--- src/rtl/vsssp_apply.sv ---
// ---------------------------------------------------------------------------
// vsssp_apply
//
// Apply stage of one processing element in a level-synchronous shortest-path
// (BFS style) engine. It is the source side of the vsssp message interface;
// the gather stage downstream is the sink.
//
// On a start pulse the block walks its node-state memory from node 0 up to
// NUM_NODES-1. For every node whose active flag is set it emits one message
// {sender = node ID, dist = saturating dist+1, level = latched level}. When
// that message is accepted it clears the node's active flag through the write
// port. At the end of the walk it pulses done and reports via any_sent whether
// this level produced any message, which feeds the global level barrier.
//
// Optional feature (macro VSSSP_APPLY_STATS_EN):
//   When defined, adds output msg_count, the number of messages accepted in
//   the current or most recent level. When undefined, the port and the
//   counter are absent and everything else behaves identically.
//
// Ports:
//   sys_clk          in   rising-edge clock
//   sys_rst_n        in   asynchronous active-low reset
//   start            in   one-cycle pulse, begins a scan (accepted in IDLE only)
//   level_in[31:0]   in   level number, latched on an accepted start
//   state_rd_addr    out  state memory read address
//   state_rd_en      out  read strobe; memory returns data one cycle later
//   state_rd_dist    in   stored distance of the addressed node
//   state_rd_active  in   stored active flag of the addressed node
//   state_wr_en      out  clear-active write strobe
//   state_wr_addr    out  clear-active write address
//   msg_valid        out  message valid
//   msg_ack          in   consumer accepts the message (when msg_valid=1)
//   msg_sender[31:0] out  sending node ID, zero-extended
//   msg_dist[7:0]    out  proposed distance (saturates at 8'hFF)
//   msg_level[31:0]  out  latched level
//   busy             out  scan in progress (READ/EVAL/SEND)
//   done             out  one-cycle pulse at the end of a scan
//   any_sent         out  a message was accepted this level; held until next start
//   msg_count        out  (VSSSP_APPLY_STATS_EN only) messages accepted this level
//   o_dbg_state[2:0] out  current FSM state encoding, for checkers
//
// Message handshake: msg_valid is asserted for the whole SEND state and the
// msg_* payload is frozen while msg_valid is high. A transfer happens in the
// cycle where msg_valid && msg_ack; msg_valid drops in the following cycle.
// msg_ack has no effect while msg_valid is low. At most one message is ever
// outstanding.
// ---------------------------------------------------------------------------
module vsssp_apply #(
    parameter int NUM_NODES  = 16,
    parameter int ADDR_WIDTH = 4
) (
    input  logic                  sys_clk,
    input  logic                  sys_rst_n,
    input  logic                  start,
    input  logic [31:0]           level_in,
    output logic [ADDR_WIDTH-1:0] state_rd_addr,
    output logic                  state_rd_en,
    input  logic [7:0]            state_rd_dist,
    input  logic                  state_rd_active,
    output logic                  state_wr_en,
    output logic [ADDR_WIDTH-1:0] state_wr_addr,
    output logic                  msg_valid,
    input  logic                  msg_ack,
    output logic [31:0]           msg_sender,
    output logic [7:0]            msg_dist,
    output logic [31:0]           msg_level,
    output logic                  busy,
    output logic                  done,
    output logic                  any_sent,
`ifdef VSSSP_APPLY_STATS_EN
    output logic [ADDR_WIDTH:0]   msg_count,
`endif
    output logic [2:0]            o_dbg_state
);

    // Highest node ID owned by this PE; the address counter stops here.
    localparam logic [ADDR_WIDTH-1:0] LAST_ADDR = ADDR_WIDTH'(NUM_NODES - 1);

    typedef enum logic [2:0] {
        ST_IDLE = 3'd0,
        ST_READ = 3'd1,
        ST_EVAL = 3'd2,
        ST_SEND = 3'd3,
        ST_DONE = 3'd4
    } state_t;

    // -----------------------------------------------------------------------
    // Registers
    // -----------------------------------------------------------------------
    state_t                  r_state;
    logic [ADDR_WIDTH-1:0]   r_addr;
    logic [31:0]             r_level;
    logic [31:0]             r_msg_sender;
    logic [7:0]              r_msg_dist;
    logic [31:0]             r_msg_level;
    logic                    r_any_sent;
`ifdef VSSSP_APPLY_STATS_EN
    logic [ADDR_WIDTH:0]     r_msg_count;
`endif

    // -----------------------------------------------------------------------
    // Combinational control
    // -----------------------------------------------------------------------
    state_t                  w_next_state;
    logic                    w_start_acc;   // start accepted (IDLE only)
    logic                    w_load_msg;    // active node found in EVAL
    logic                    w_advance;     // current node finished
    logic                    w_accept;      // message transfer this cycle
    logic                    w_last;        // current node is the last one
    logic [7:0]              w_dist_inc;    // saturating dist+1

    assign w_last      = (r_addr == LAST_ADDR);
    assign w_start_acc = (r_state == ST_IDLE) && start;
    assign w_accept    = (r_state == ST_SEND) && msg_ack;

    // Distance is an 8-bit quantity; an unreachable-looking FF must not wrap
    // back to 0, so the increment pins at FF.
    assign w_dist_inc  = (state_rd_dist == 8'hFF) ? 8'hFF : (state_rd_dist + 8'd1);

    always_comb begin
        w_next_state = r_state;
        w_load_msg   = 1'b0;
        w_advance    = 1'b0;
        unique case (r_state)
            ST_IDLE: begin
                if (start) begin
                    w_next_state = ST_READ;
                end
            end
            ST_READ: begin
                // Read strobe is issued here; data shows up during EVAL.
                w_next_state = ST_EVAL;
            end
            ST_EVAL: begin
                if (state_rd_active) begin
                    w_load_msg   = 1'b1;
                    w_next_state = ST_SEND;
                end else begin
                    w_advance    = 1'b1;
                    w_next_state = w_last ? ST_DONE : ST_READ;
                end
            end
            ST_SEND: begin
                if (msg_ack) begin
                    w_advance    = 1'b1;
                    w_next_state = w_last ? ST_DONE : ST_READ;
                end
            end
            ST_DONE: begin
                // A start in this cycle is deliberately not looked at.
                w_next_state = ST_IDLE;
            end
            default: begin
                w_next_state = ST_IDLE;
            end
        endcase
    end

    // -----------------------------------------------------------------------
    // State register
    // -----------------------------------------------------------------------
    always_ff @(posedge sys_clk or negedge sys_rst_n) begin
        if (!sys_rst_n) begin
            r_state <= ST_IDLE;
        end else begin
            r_state <= w_next_state;
        end
    end

    // -----------------------------------------------------------------------
    // Address counter and latched level
    // The counter only advances when the current node is not the last one,
    // so it never goes past NUM_NODES-1 and never wraps.
    // -----------------------------------------------------------------------
    always_ff @(posedge sys_clk or negedge sys_rst_n) begin
        if (!sys_rst_n) begin
            r_addr  <= '0;
            r_level <= '0;
        end else if (w_start_acc) begin
            r_addr  <= '0;
            r_level <= level_in;
        end else if (w_advance && !w_last) begin
            r_addr  <= r_addr + 1'b1;
        end
    end

    // -----------------------------------------------------------------------
    // Message payload. Loaded once per active node in EVAL and untouched
    // through SEND, which keeps it stable for the whole valid window.
    // -----------------------------------------------------------------------
    always_ff @(posedge sys_clk or negedge sys_rst_n) begin
        if (!sys_rst_n) begin
            r_msg_sender <= '0;
            r_msg_dist   <= '0;
            r_msg_level  <= '0;
        end else if (w_load_msg) begin
            r_msg_sender <= {{(32-ADDR_WIDTH){1'b0}}, r_addr};
            r_msg_dist   <= w_dist_inc;
            r_msg_level  <= r_level;
        end
    end

    // -----------------------------------------------------------------------
    // Level summary: any_sent is cleared on an accepted start and set by the
    // first transfer; it then holds until the next accepted start.
    // -----------------------------------------------------------------------
    always_ff @(posedge sys_clk or negedge sys_rst_n) begin
        if (!sys_rst_n) begin
            r_any_sent <= 1'b0;
        end else if (w_start_acc) begin
            r_any_sent <= 1'b0;
        end else if (w_accept) begin
            r_any_sent <= 1'b1;
        end
    end

`ifdef VSSSP_APPLY_STATS_EN
    // At most NUM_NODES transfers per level, which fits ADDR_WIDTH+1 bits.
    always_ff @(posedge sys_clk or negedge sys_rst_n) begin
        if (!sys_rst_n) begin
            r_msg_count <= '0;
        end else if (w_start_acc) begin
            r_msg_count <= '0;
        end else if (w_accept) begin
            r_msg_count <= r_msg_count + 1'b1;
        end
    end

    assign msg_count = r_msg_count;
`endif

    // -----------------------------------------------------------------------
    // Outputs. Strobes decode directly from the state register so they are
    // all 0 while reset holds the FSM in IDLE.
    // -----------------------------------------------------------------------
    assign state_rd_addr = r_addr;
    assign state_rd_en   = (r_state == ST_READ);
    // The clear-active write coincides with the transfer cycle, so a message
    // dropped by reset leaves its node active for the next scan.
    assign state_wr_en   = w_accept;
    assign state_wr_addr = r_addr;
    assign msg_valid     = (r_state == ST_SEND);
    assign msg_sender    = r_msg_sender;
    assign msg_dist      = r_msg_dist;
    assign msg_level     = r_msg_level;
    assign busy          = (r_state == ST_READ) || (r_state == ST_EVAL) ||
                           (r_state == ST_SEND);
    assign done          = (r_state == ST_DONE);
    assign any_sent      = r_any_sent;
    assign o_dbg_state   = r_state;

endmodule

--- config.mk ---
export PLATFORM = sky130hd
export DESIGN_NAME = vsssp_apply
export DESIGN_NICKNAME = d
export VERILOG_FILES = /design/src/rtl/vsssp_apply.sv
export SDC_FILE = /design/constraint.sdc
export NUM_CORES = 1
export LEC_CHECK = 0
export ABC_CLOCK_PERIOD_IN_PS = 3700
export CAP_MARGIN = 20
export CORE_ASPECT_RATIO = 1.75
export CORE_MARGIN = 2
export CORE_UTILIZATION = 45
export CTS_CLUSTER_DIAMETER = 40
export DETAILED_ROUTE_END_ITERATION = 16
export GPL_TIMING_DRIVEN = 0
export PLACE_DENSITY = 0.79
export SLEW_MARGIN = 0
export SYNTH_ARGS = -nofsm -noshare
export SYNTH_HDL_FRONTEND = slang
export SYNTH_SLANG_ARGS = --single-unit
--- constraint.sdc ---
create_clock -name sys_clk -period 3.7 [get_ports sys_clk]
set_input_delay 0.37 -clock sys_clk [delete_from_list [all_inputs] [get_ports sys_clk]]
set_output_delay 0.37 -clock sys_clk [all_outputs]
set_load 0.01 [all_outputs]
== Word level (Yosys, flattened, before mapping) ==
Cells that the tools add are included.

* Output and inout bits: 89
* Flip-flop bits (word level): 84
* Word-level logic and storage cells: 42

* Multiplexer cells: 15
* $add $sub $neg: 2
* Reductions and logical operators: 10
* Equality and inequality tests: 8

{| class="wikitable"
|+ Operator list
! cell !! count
|-
| $mux W3 || 4
|-
| $pmux W3 S4 || 1
|-
| $add A8 B1 Y8 const B || 1
|-
| $eq A8 B8 Y1 const B || 1
|-
| $mux W4 || 2
|-
| $mux W8 || 1
|-
| $eq A3 B2 Y1 const B || 2
|-
| $mux W1 || 6
|-
| $add A4 B1 Y4 const B || 1
|-
| $eq A4 B4 Y1 const B || 1
|-
| $reduce_bool A2 Y1 || 2
|-
| $eq A3 B1 Y1 const B || 1
|-
| $eq A3 B3 Y1 const B || 1
|-
| $logic_and A1 B1 Y1 || 3
|-
| $logic_not A3 Y1 || 1
|-
| $logic_or A1 B1 Y1 || 2
|-
| $ne A2 B1 Y1 const B || 1
|-
| $ne A2 B2 Y1 const B || 1
|-
| $pmux W1 S2 || 1
|-
| $reduce_and A2 Y1 || 1
|-
| $logic_not A1 Y1 || 1
|}

== Longest topological paths before layout ==
* Depth after elaboration: 5
* Mapped depth: 6
* Gate-level depth less buffers: 5

== Worst setup path after synthesis ==
Ideal clock, no wire load.

* Path type: reg2reg
* From: reg r_state[2], in the netlist o_dbg_state[2]
* To: reg r_level[26]
* Setup time: 0.128 ns
* Setup slack: 2.173 ns
* Cell stages (with the launch flop): 5
* Period minus slack after synthesis: 1.527 ns
* Arrival: 1.399 ns
* Data required time: 3.572 ns
* Path through: dfrtp_1 nor4b_2 buf_4 buf_4 mux2_1

* Word-level cells in the longest chain between the ends: 2

{| class="wikitable"
|+ Ends and longest elaborated chain
! item !! line !! text
|-
| from (decl) || 90 || <nowiki>state_t r_state;</nowiki>
|-
| from (signal assigned) || 166 || <nowiki>r_state <= w_next_state;</nowiki>
|-
| $logic_not A3 Y1 || 113 || <nowiki>assign w_start_acc = (r_state == ST_IDLE) && start;</nowiki>
|-
| $logic_and A1 B1 Y1 || 113 ||
|-
| to (signal assigned) || 181 || <nowiki>r_level <= level_in;</nowiki>
|-
| to (decl) || 92 || <nowiki>logic [31:0] r_level;</nowiki>
|}

No other way between the ends.
A chain may end at the register's enable or synchronous reset.

== Final worst setup path ==
* From: reg r_state[2], in the netlist o_dbg_state[2]
* To: out state_wr_en

* Word-level cells in the longest chain between the ends: 2

{| class="wikitable"
|+ Ends and longest elaborated chain
! item !! line !! text
|-
| $eq A3 B2 Y1 || 114 || <nowiki>assign w_accept = (r_state == ST_SEND) && msg_ack;</nowiki>
|-
| $logic_and A1 B1 Y1 || 114 ||
|-
| to (decl) || 60 || <nowiki>output logic state_wr_en,</nowiki>
|}

No other way between the ends.

==> impl_results.rst <==
.. list-table::
   :header-rows: 1

   * - Metric
     - Value
   * - Result of the run
     - finished clean
   * - Total number of vias
     - 2,768
   * - Time the final worst path needs with I/O delays and setup
     - 2.22 ns
   * - Global Route met2 Usage
     - 34.8%
   * - GRT Residual Overflow
     - 0
   * - Antenna violations before repair
     - 0
   * - Maximum fanout encountered on the critical timing path
     - 7
   * - Clock tree from TritonCTS
     - done
   * - Worst Reg-to-Reg Cells
     - 4
   * - Setup skew after layout
     - 0.00743 ns
   * - Max-slew violations
     - 0
   * - Fin. Hold Viols
     - 0
   * - Number of DRC violations after detailed-routing iteration 0
     - 177
   * - Core region area
     - 7910 sq um
   * - Share of post-route cells with drive strength above 1
     - 18.2%
   * - Number of gates resized after cts
     - 0
   * - Slowest cell on the critical path
     - sky130_fd_sc_hd__clkdlybuf4s50_1
   * - Die width
     - 72.3 um
   * - Critical path buffer and inverter count
     - 1
   * - Setup fix buffers added after clock tree synthesis
     - 0
   * - Share of the core filled with cells
     - 66.2%
   * - Average cell area after synthesis
     - 10.8 sq um
   * - Area enclosed by the die boundary
     - 8940 sq um
   * - Critical Path, Cell by Cell
     - and2b_4 -> and3_1 -> clkdlybuf4s50_1
   * - Hold crit path type
     - in2async
   * - Starting Density
     - 46.5%
   * - WL/cell
     - 14.5 um
   * - Setup TNS
     - 0 ns
   * - Routing layer with the top usage in global route
     - met2
   * - Launching instance or port of the critical path
     - o_dbg_state[2]$_DFFE_PN0P_
   * - Kind of start point of the critical path
     - flip-flop
   * - Register Area
     - 2100 sq um
   * - GR Util All Layers
     - 19.8%
   * - Worst setup path endpoint
     - state_wr_en
   * - Number of buffers created by CTS
     - 9
   * - Transition time of the tightest slew-check pin
     - 0.578 ns
   * - Highest attainable clock frequency
     - 451 MHz
   * - Post-DRT Antenna Nets
     - 0
   * - Number of global-route vias before repair
     - 2,715
   * - Post-route DRC
     - 0
   * - GP Congestion
     - 0.787
   * - Post-placement cell area
     - 4960 sq um
   * - HPWL after DPL
     - 6.21 mm
   * - Max clock buf depth
     - 2
   * - Setup slack on the worst flop-to-flop path
     - 2.05 ns
   * - Maximum number of pins on one net before global-route repair
     - 46
   * - Total clock sinks
     - 84
   * - Ant. Diodes
     - 0
   * - Lkg Pwr
     - 2.51 nW
   * - Clk pin slew, worst setup/hold paths
     - 0.06 ns
   * - Terminus of the critical flop-to-flop path
     - r_level[26]$_DFFE_PN0P_
   * - Crit-path max cell delay
     - 0.54 ns
   * - Post-Place Setup Slack
     - 1.71 ns
   * - Count of port buffers added during placement
     - 105
   * - Cell area after technology mapping
     - 3680 sq um
   * - Cell type group with the largest total delay on the critical path
     - buffers and inverters
   * - Reg2Reg Launch Point
     - o_dbg_state[0]$_DFFE_PN0P_
   * - Total Power
     - 4.09 mW
   * - Post-synthesis register bit count
     - 84
   * - Worst slew margin relative to its limit
     - 61.5%
   * - Routing usage on met1
     - 22.2%
   * - Critical path required time
     - 3.33 ns
   * - First-pass GRT wire length
     - 13.3 mm
   * - Ratio of routed vias to standard cells
     - 4.77
   * - Deepest level of the CTS H-tree
     - 3
   * - Filler Cells Inserted
     - 632
   * - Signed area change from the synthesized netlist to the final layout
     - 42.4%
   * - Setup repair after global routing missed its margin
     - no
   * - Final Cycle Share
     - 59.9%
   * - Data arrival time of the critical path
     - 1.85 ns
   * - Number of different library cells in the post-synthesis netlist
     - 35
   * - Met3 usage in global routing
     - 3.48%
   * - Final number of setup-violating endpoints
     - 0
   * - Area taken by multi-input logic gates
     - 1320 sq um
   * - Sequential element share of the synthesized area
     - 57.2%
   * - Number of instances in the synthesized netlist
     - 342
   * - Summed area of non-filler cells in the final layout
     - 5240 sq um
   * - Latest clock arrival within the worst-skew pair
     - 0.34 ns
   * - Worst Setup Slack, final
     - 1.48 ns
   * - Clock root buffer
     - sky130_fd_sc_hd__clkbuf_16
   * - Wire length after detailed routing
     - 8.40 mm
   * - Height of the die
     - 124 um
   * - WS Path Type
     - reg2out
   * - Number of primary I/O pins
     - 134
   * - Logic depth of the worst path, buffers included
     - 3
   * - Max-capacitance violation count
     - 0
   * - Post-layout net count
     - 533
   * - Synth warn
     - 0
   * - Number of buffers added to fix hold violations after cts
     - 0
   * - Largest vdd supply drop
     - 0.412 mV
   * - Nature of the critical path endpoint
     - output port
   * - First-pass detailed-route iteration total
     - 6
   * - Power density over cell area
     - 781 nW/um^2
   * - Floorplan row count
     - 43
[how the worst min path moves through the flow]
stage	cells after the start	endpoint
floorplan	0	any_sent$_DFFE_PN0P_
global placement	2	msg_level[26]$_DFFE_PN0P_
detailed placement	1	r_level[28]$_DFFE_PN0P_
CTS	1	r_level[28]$_DFFE_PN0P_
global route	1	r_level[28]$_DFFE_PN0P_
finish	1	r_level[28]$_DFFE_PN0P_
[metal layers]
metal,wire (um),vias to the layer above,part of all wire (%)
li1,-,1338,-
met1,3150,1305,38
met3,455,15,5.4
met2,4550,110,54
met4,240,0,2.9
met5,0,-,0
[cell usage in the layout, fill, tap and decap left out, types with 2 or more instances in the layout]
cell type | Yosys | layout
sky130_fd_sc_hd__clkinv_2 | 0 | 2
sky130_fd_sc_hd__mux2_1 | 10 | 10
sky130_fd_sc_hd__buf_4 | 34 | 35
sky130_fd_sc_hd__nor3_1 | 3 | 3
sky130_fd_sc_hd__conb_1 | 1 | 28
sky130_fd_sc_hd__nor2_1 | 15 | 15
sky130_fd_sc_hd__mux2i_1 | 2 | 2
sky130_fd_sc_hd__a31oi_1 | 4 | 4
sky130_fd_sc_hd__buf_6 | 6 | 6
sky130_fd_sc_hd__mux2_2 | 22 | 22
sky130_fd_sc_hd__dfrtp_1 | 84 | 84
sky130_fd_sc_hd__clkbuf_8 | 0 | 2
sky130_fd_sc_hd__buf_2 | 5 | 5
sky130_fd_sc_hd__nand3_1 | 9 | 9
sky130_fd_sc_hd__nand2_1 | 109 | 109
sky130_fd_sc_hd__o21ai_0 | 3 | 3
sky130_fd_sc_hd__o21ai_1 | 2 | 2
sky130_fd_sc_hd__ha_1 | 2 | 2
sky130_fd_sc_hd__inv_1 | 3 | 3
sky130_fd_sc_hd__clkdlybuf4s50_1 | 0 | 104
sky130_fd_sc_hd__clkinvlp_4 | 0 | 2
sky130_fd_sc_hd__and3_1 | 4 | 4
sky130_fd_sc_hd__clkbuf_16 | 0 | 9
sky130_fd_sc_hd__xor2_1 | 4 | 4
sky130_fd_sc_hd__and2_1 | 2 | 2
sky130_fd_sc_hd__a21oi_1 | 3 | 3
sky130_fd_sc_hd__nand2b_1 | 2 | 2
[layout make-up]
class	count	share of cell area [%]
Buffer	45	6.64
Inverter	3	0.215
Tap cell	90	2.15
Sequential cell	84	40.1
Multi-Input combinational cell	237	25.2
Clock inverter	4	0.478
Clock buffer	11	4.83
Timing Repair Buffer	106	20.4
[Yosys cell counts, drive strengths merged]
cell type	n	area (sq um)
nand2	109	409
nand2b	2	12.5
nor2	15	56.3
a211o	1	8.76
and4b	1	10.0
nor4b	1	15.0
nand4	2	27.5
and2b	1	10.0
and2	2	12.5
a211oi	1	7.51
nor3	4	25.0
inv	3	11.3
ha	2	25.0
mux2	32	360
or3	1	6.26
xor2	4	35.0
o21ai	5	25.0
mux2i	2	20.0
dfrtp	84	2100
a311oi	1	8.76
conb	1	3.75
a41oi	1	8.76
a21oi	3	15.0
and3	5	36.3
buf	45	348
a31oi	4	25.0
or2b	1	7.51
nand3	9	45.0
[where the power goes]
part	total (mW)	switching, mW	internal [mW]
Combinational	1.64	0.703	0.936
Clock	0.835	0.350	0.485
Sequential	1.62	0.265	1.35
[flip-flops by register name, indices dropped and copies added, names as in the netlist]
name           count
state_rd_addr      4
msg_level         32
msg_sender         4
r_level           32
msg_dist           8
any_sent           1
o_dbg_state        3
[through the flow]
step	hold WS, ns	std cells
final	0.0332	580
after global routing	0.0774	580
after CTS	0.0470	580
after detailed placement	0.409	565
after global placement	0.441	564
after floorplan	0.0744	369
[cells by family after synthesis]
kind of cell | after synthesis | share of synthesized area (%)
xor gates and xnor gates | 4 | 0.953
adders and majority gates | 2 | 0.680
buffers and inverters | 48 | 9.76
AOI/OAI and AO/OA | 16 | 2.69
other | 1 | 0.102
DFF | 84 | 57.2
and+or+nand+nor | 153 | 18.3
muxes | 34 | 10.3
Note: power is estimated with default switching activity, not from simulation.
